[config.mk]
export PLATFORM = sky130hd
export DESIGN_NAME = ysyx_210978_div_r2
export DESIGN_NICKNAME = d
export VERILOG_FILES = /design/src/rtl/ysyx_210978_div_r2.sv
export SDC_FILE = /design/constraint.sdc
export NUM_CORES = 1
export LEC_CHECK = 0
export ABC_CLOCK_PERIOD_IN_PS = 3640
export BUFFER_PORTS_ARGS = -buffer_cell sky130_fd_sc_hd__buf_4
export CAP_MARGIN = 25
export CORE_UTILIZATION = 30
export DETAILED_ROUTE_END_ITERATION = 10
export SYNTH_ARGS = -nofsm -noshare
export SYNTH_HDL_FRONTEND = slang
export SYNTH_SLANG_ARGS = --single-unit
export TNS_END_PERCENT = 30
[constraint.sdc]
create_clock -name clock -period 3.64 [get_ports clock]
set_clock_uncertainty 0.2 [all_clocks]
set_input_delay 0.364 -clock clock [delete_from_list [all_inputs] [get_ports clock]]
set_output_delay 0.364 -clock clock [all_outputs]
set_load 0.01 [all_outputs]
[src/rtl/ysyx_210978_div_r2.sv]
// Sequential radix-2 restoring divider for the MDU divide path.
// One quotient bit per cycle; divide-by-zero and signed overflow bypass the loop.
module ysyx_210978_div_r2 (
  input  logic        clock,
  input  logic        reset,
  input  logic        flush,
  input  logic        in_valid,
  input  logic        divw,
  input  logic        div_signed,
  input  logic [63:0] dividend,
  input  logic [63:0] divisor,
  output logic        out_ready,
  output logic        out_valid,
  output logic [63:0] quotient,
  output logic [63:0] remainder
);

  typedef enum logic [1:0] {IDLE, CALC, FIX, DONE} state_t;

  state_t      state, state_nxt;
  logic [6:0]  cnt;
  logic [63:0] dvs;
  logic        is_w, q_neg, r_neg;

  logic [63:0] a_ext, b_ext, a_sx, a_mag, b_mag;
  logic        a_sign, b_sign, b_zero, ovf, accept, last_iter;
  logic [64:0] sh, diff;
  logic        borrow;
  logic [63:0] q_fix, r_fix, q_res, r_res;

  assign out_ready = (state == IDLE);
  assign out_valid = (state == DONE);
  assign accept    = in_valid & out_ready & ~flush;
  assign last_iter = (cnt == (is_w ? 7'd31 : 7'd63));

  // Operand prep: extend low W bits, take magnitudes, detect special cases.
  always_comb begin
    a_ext  = divw ? (div_signed ? {{32{dividend[31]}}, dividend[31:0]} : {32'b0, dividend[31:0]}) : dividend;
    b_ext  = divw ? (div_signed ? {{32{divisor[31]}},  divisor[31:0]}  : {32'b0, divisor[31:0]})  : divisor;
    a_sx   = divw ? {{32{dividend[31]}}, dividend[31:0]} : dividend;
    a_sign = div_signed & a_ext[63];
    b_sign = div_signed & b_ext[63];
    a_mag  = a_sign ? -a_ext : a_ext;
    b_mag  = b_sign ? -b_ext : b_ext;
    b_zero = (b_ext == '0);
    ovf    = div_signed & (b_ext == '1) &
             (a_ext == (divw ? 64'hFFFF_FFFF_8000_0000 : 64'h8000_0000_0000_0000));
  end

  // Trial subtraction of one iteration; the 65th bit of the difference is the borrow.
  always_comb begin
    sh     = {remainder, quotient[63]};
    diff   = sh - {1'b0, dvs};
    borrow = diff[64];
  end

  // Sign fix-up and W-mode sign extension of the final result.
  always_comb begin
    q_fix = q_neg ? -quotient  : quotient;
    r_fix = r_neg ? -remainder : remainder;
    q_res = is_w ? {{32{q_fix[31]}}, q_fix[31:0]} : q_fix;
    r_res = is_w ? {{32{r_fix[31]}}, r_fix[31:0]} : r_fix;
  end

  // State register.
  always_ff @(posedge clock or negedge reset) begin
    if (!reset) state <= IDLE;
    else        state <= state_nxt;
  end

  // Next-state logic; flush overrides everything.
  always_comb begin
    state_nxt = state;
    case (state)
      IDLE: if (accept) state_nxt = (b_zero | ovf) ? DONE : CALC;
      CALC: if (last_iter) state_nxt = FIX;
      FIX:  state_nxt = DONE;
      DONE: state_nxt = IDLE;
      default: state_nxt = IDLE;
    endcase
    if (flush) state_nxt = IDLE;
  end

  // Datapath. quotient/remainder double as the working {rem,quo} shift pair;
  // in W mode the dividend sits in the top half so 32 shifts consume it.
  always_ff @(posedge clock or negedge reset) begin
    if (!reset) begin
      cnt       <= '0;
      dvs       <= '0;
      is_w      <= 1'b0;
      q_neg     <= 1'b0;
      r_neg     <= 1'b0;
      quotient  <= '0;
      remainder <= '0;
    end else if (!flush) begin
      case (state)
        IDLE: if (in_valid) begin
          cnt   <= '0;
          is_w  <= divw;
          q_neg <= a_sign ^ b_sign;
          r_neg <= a_sign;
          dvs   <= divw ? {32'b0, b_mag[31:0]} : b_mag;
          if (b_zero) begin
            quotient  <= '1;
            remainder <= a_sx;
          end else if (ovf) begin
            quotient  <= a_sx;
            remainder <= '0;
          end else begin
            quotient  <= divw ? {a_mag[31:0], 32'b0} : a_mag;
            remainder <= '0;
          end
        end
        CALC: begin
          cnt       <= cnt + 7'd1;
          quotient  <= {quotient[62:0], ~borrow};
          remainder <= borrow ? sh[63:0] : diff[63:0];
        end
        FIX: begin
          quotient  <= q_res;
          remainder <= r_res;
        end
        default: ;
      endcase
    end
  end

endmodule

=== Yosys cells after proc, flatten, opt, wreduce, memory -nomap -nowiden ===
Index checks and enable logic that the tools add are counted.

* Bits in registers: 204
* Bits of input ports: 134
* Output and inout bits: 130

* Add/sub/neg operators: 6
* Equal/unequal tests: 11
* Muxes and demuxes: 30
* Bitwise operators: 10
* Reduce and logical (&&, ||, !) cells: 10

{| class="wikitable"
|+ Operators by type and width
! cell !! number
|-
| two-way mux 64 bit || 19
|-
| one-hot mux 64 bit (3 select lines) || 2
|-
| negation 64 bit || 4
|-
| subtractor 65 x 64 -> 65 bit || 1
|-
| == test 64 bit || 1
|-
| == test 64 bit (second input constant) || 1
|-
| logical NOT 64 bit || 1
|-
| two-way mux 63 bit || 1
|-
| one-hot mux 7 bit (2 select lines) || 1
|-
| inequality test 3 bit (second input constant) || 3
|-
| AND reduction 3 bit || 3
|-
| two-way mux 2 bit || 4
|-
| one-hot mux 2 bit (4 select lines) || 1
|-
| AND reduction 4 bit || 2
|-
| adder 7 x 1 -> 7 bit (second input constant) || 1
|-
| == test 7 x 6 -> 1 bit || 1
|-
| two-way mux 7 bit || 1
|-
| bitwise AND 1 bit || 6
|-
| two-way mux 6 bit || 1
|-
| == test 2 bit (second input constant) || 2
|-
| inequality test 3 x 2 -> 1 bit (second input constant) || 1
|-
| nonzero test 3 bit || 1
|-
| == test 2 x 1 -> 1 bit (second input constant) || 1
|-
| logical NOT 2 bit || 1
|-
| other kinds (6) || 7
|}

=== Logic depth before layout (Yosys ltp) ===
* Depth in word-level cells: 10
* Gate-level depth with buffers: 15

=== Least setup slack after synthesis ===
OpenSTA, ideal clock, no wires.

* Path type: register -> register
* From: register remainder[12]
* To: register remainder[15]
* Library setup time: 0.131 ns
* Data arrival time: 3.522 ns
* Data required time: 3.309 ns
* Setup slack: -0.213 ns
* Stages on the path, launching flop included: 14
* Path buffers: 2
* Clock period less this slack: 3.853 ns
* Cell sequence: dfrtp_1 > ha_1 > clkbuf_1 > a21oi_1 > o22ai_1 > o21a_1 > or4_1 > o2111ai_1 > a21oi_1 > o221ai_4 > buf_4 > mux2_2 > a221oi_1 > nor3_1

* Longest elaborated chain between the ends: 4
* Elaborated cells on any way between the ends: 6
* Classes of those cells: add/sub (2); mux (4)

{| class="wikitable"
|+ Ends and longest elaborated chain
! what !! line !! source
|-
| from (decl) || 15 || <nowiki>output logic [63:0] remainder</nowiki>
|-
| from (signal assigned) || 105 || <nowiki>remainder <= a_sx;</nowiki>
|-
| from (signal assigned) || 117 || <nowiki>remainder <= borrow ? sh[63:0] : diff[63:0];</nowiki>
|-
| from (signal assigned) || 121 || <nowiki>remainder <= r_res;</nowiki>
|-
| negation 64 bit || 60 || <nowiki>r_fix = r_neg ? -remainder : remainder;</nowiki>
|-
| two-way mux 64 bit || 60 ||
|-
| two-way mux 64 bit || 62 || <nowiki>r_res = is_w ? {{32{r_fix[31]}}, r_fix[31:0]} : r_fix;</nowiki>
|-
| one-hot mux 64 bit (3 select lines) (*) || 96 || <nowiki>case (state)</nowiki>
|}

Mark *: on every way between the ends. The rest lies on a longest branch, timed or not. The select of a mux whose other input is x is not followed.
A chain may end at the register's enable or synchronous reset.

=== Worst setup path in the final report ===
* From: register remainder[12]
* To: register remainder[28]

Same word-level chain as after synthesis.

==> flow_metrics.tcl <==
set metrics [dict create \
    vdd_ir_drop_max_v 0.000683 \
    critPathTopFamily "compound AO/OA/AOI/OAI gates" \
    maxSlewViolCount 0 \
    grt_first_pass_wirelength_mm 155 \
    finalNetCount 3902 \
    startpoint_type "register" \
    vias_per_cell 5.76 \
    ys_top_cells_by_area "dfrtp_1, a21oi_1, nand2_1" \
    finalSetupViolCount 22 \
    clock-sinks 204 \
    ys_types 93 \
    wl_per_cell_um 22.4 \
    hold_path.class "in2reg" \
    worstSkewPairLatency_ns 0.60 \
    rsz0062_at_grt "yes" \
    initial_core_util 0.304 \
    hold_viol 0 \
    fin_tns_setup_ns -0.917 \
    cpMaxStageDelayCell "or4_4" \
    grt_max_degree 112 \
    netlist_area_sq_um 21900 \
    cp-end-kind "register" \
    fin_crit_ns 3.73 \
    critical-path-max-stage-delay_ns 0.51 \
    synth_flop_cell "dfrtp_1" \
    fillerInstances 7453 \
    yosys.area_share.simple 0.254 \
    dr.first_iter.drc_count 2705 \
    relSlewSlack 0.416 \
    port_buffers 263 \
    core_sq_um 71900 \
    htreeDepth 1 \
    synth_seq_cells 204 \
    synth_top_family_by_area "compound AO/OA/AOI/OAI gates" \
    pre_cts_slack_ns -0.235 \
    p_per_area_nw_per_um2 1010 \
    crit_buf_inv 1 \
    crit_chain "ha_4 -> a21oi_4 -> o22ai_2 -> o21a_1 -> or4_4 -> o2111ai_4 -> a21oi_2 -> o221ai_4 -> clkbuf_16 -> mux2_2 -> a221oi_2 -> nor3_1" \
    synth_warnings 0 \
    fin_util 0.429 \
    postSynthAreaPerCell_sq_um 7.22 \
    netlist.area_leader.share 0.233 \
    fmax_mhz 268 \
    clockBufferDepth 3 \
    antenna_found_initial 7 \
    required_ns 3.90 \
    critical_path_arrival_ns 3.99 \
    grtUsageTotal 0.270 \
    crit_type "reg2reg" \
    p_leak_nw 12.9 \
    dr_total_vias 26900 \
    grt_pass1_vias 25371 \
    fin_crit_sh 1.03 \
    fp-row-count 98 \
    cts_tree "yes" \
    dp_hpwl_mm 81.8 \
    outcome "finished with violations" \
    maxCapViolations 0 \
    ios 264 \
    seq_area_frac_synth 0.233 \
    synthAdderAreaFrac 0.0432 \
    gp_congestion 1.02 \
    drc_errors 0 \
    die_h_um 272 \
    async_flop_share 1.00 \
    cts_buffers 28 \
    ant_nets 0 \
    synth_compound_area_frac 0.286 \
    root_buffer "clkbuf_16" \
    yosys.area_share.xor_xnor 0.109 \
    synth_fp_nets 3237 \
    drive_gt1_frac 0.272 \
    finalWirelength_mm 105 \
    cp_max_fo 7 \
    synth_mux_area_frac 0.0178 \
    dieWidth_um 272 \
    setup_slack_ns -0.0920 \
    overflow 0 \
    first_pass_iters 6 \
    violations "setup timing" \
    path_clk_slew_ns 0.06 \
    dieArea_sq_um 74000 \
    netlist_instances 3028 \
    yosysTopAreaCell "dfrtp_1" \
    tightest_slew_ns 0.875 \
    syn_to_final_growth_pct 40.8 \
    synth-edff-count 0 \
]
placed cells by master (no fill, tap or decap), types with 17 or more instances in the layout:
cell type | synthesis | layout
nand2b_1 | 22 | 21
o31ai_1 | 69 | 68
o211ai_1 | 24 | 24
nand4_1 | 56 | 56
a211oi_1 | 53 | 48
a31oi_1 | 36 | 35
nor4_1 | 59 | 55
a21o_1 | 32 | 32
nor2b_1 | 18 | 17
nor2_1 | 265 | 261
o21ai_0 | 257 | 241
nor3_1 | 120 | 114
a221oi_2 | 0 | 23
ha_1 | 74 | 62
or4_1 | 35 | 33
buf_12 | 0 | 18
or3_1 | 39 | 38
mux2_2 | 32 | 17
o41ai_1 | 21 | 20
dfrtp_1 | 204 | 200
xor2_1 | 113 | 113
buf_4 | 5 | 720
a21oi_1 | 304 | 286
o21a_1 | 21 | 21
and3_1 | 17 | 17
nand2_1 | 382 | 380
dlygate4sd3_1 | 0 | 76
xnor2_1 | 159 | 159
clkbuf_16 | 0 | 31
nand3_1 | 43 | 42
inv_1 | 118 | 111
sequential cells by signal, summed over array words and instances, names as in the netlist:
register / count
state: 2
q_neg: 1
is_w: 1
quotient: 64
dvs: 64
cnt: 7
r_neg: 1
remainder: 64
layer usage:
layer,vias up,GRT usage,share of wire
li1,12433,-,-
met1,12951,0.354,0.41
met2,1253,0.434,0.45
met3,259,0.0447,0.081
met4,4,0.124,0.051
met5,-,0,0.00029
power breakdown:
group / switching (W) / total (W) / leakage [nW] / internal (W)
clock network: 0.00124 / 0.00298 / 0.462 / 0.00174
logic: 0.0133 / 0.0240 / 9.84 / 0.0107
registers: 0.00101 / 0.00430 / 2.56 / 0.00329
total: 0.0155 / 0.0312 / 12.9 / 0.0157
worst paths after layout:
check                                    from       endpoint  slack [ns]  cells after the start
worst max-delay path            remainder[12]  remainder[28]       -0.09                     12
worst min-delay path             dividend[18]  remainder[18]      0.0003                      3
worst max register to register  remainder[12]  remainder[28]       -0.09                     12
worst min register to register        dvs[51]        dvs[51]        0.28                      2
max in group asynchronous               reset        dvs[33]        2.19                      3
min in group asynchronous               reset   quotient[53]        0.15                      2
final cells by class:
cell class | instances | area (sq um) | share of cell area
clock buffers | 32 | 736 | 0.0239
diodes | 7 | 17.5 | 0.000569
multi-input cells | 2509 | 16300 | 0.529
repair buffers | 829 | 6750 | 0.219
clock inverters | 19 | 234 | 0.00760
well taps | 950 | 1190 | 0.0386
inverters | 121 | 457 | 0.0148
flip-flops and latches | 204 | 5110 | 0.166
worst min-delay path: stages:
cell      delay [ns]
buf_4           0.12
a211oi_1        0.13
nor3_2          0.12
synthesized netlist by cell type, types with 39 or more instances:
cell,number
nand2_1,382
a21oi_1,304
nor2_1,265
o21ai_0,257
dfrtp_1,204
clkbuf_1,162
xnor2_1,159
nor3_1,120
inv_1,118
xor2_1,113
ha_1,74
o31ai_1,69
nor4_1,59
nand4_1,56
a211oi_1,53
nand3_1,43
or3_1,39
stage by stage:
stage,instances,power [W],hold slack (ns),cell area (sq um)
final,4671,0.0312,0.000300,30800
after global routing,4668,0.0332,0.00521,30800
after CTS,4651,0.0295,0.00505,30000
after detailed placement,4521,0.0260,0.217,28100
after global placement,4521,0.0259,0.216,28100
after floorplan,3028,0.0166,-0.132,21900
cells by family (layout without fill, tap and decap cells):
kind of cell	count (synthesis)	after routing
multiplexers	35	35
buffers and inverters	315	1001
flip-flops	204	204
AO/OA/AOI/OAI	991	991
XOR/XNOR	272	272
other	0	7
adder cells (fa/ha/maj)	75	75
AND/OR/NAND/NOR	1136	1136
repair_timing:
action | 4_1_cts | 5_1_grt
cloned | 1 | 3
resized for setup | 21 | 135
setup endpoints to repair | 44 | 65
pin swaps | 11 | 44
buffers inserted | 2 | 12
hold buffers | 76 | 0
hold endpoints to repair | 133 | 0
Note: power is estimated with default switching activity, not from simulation.
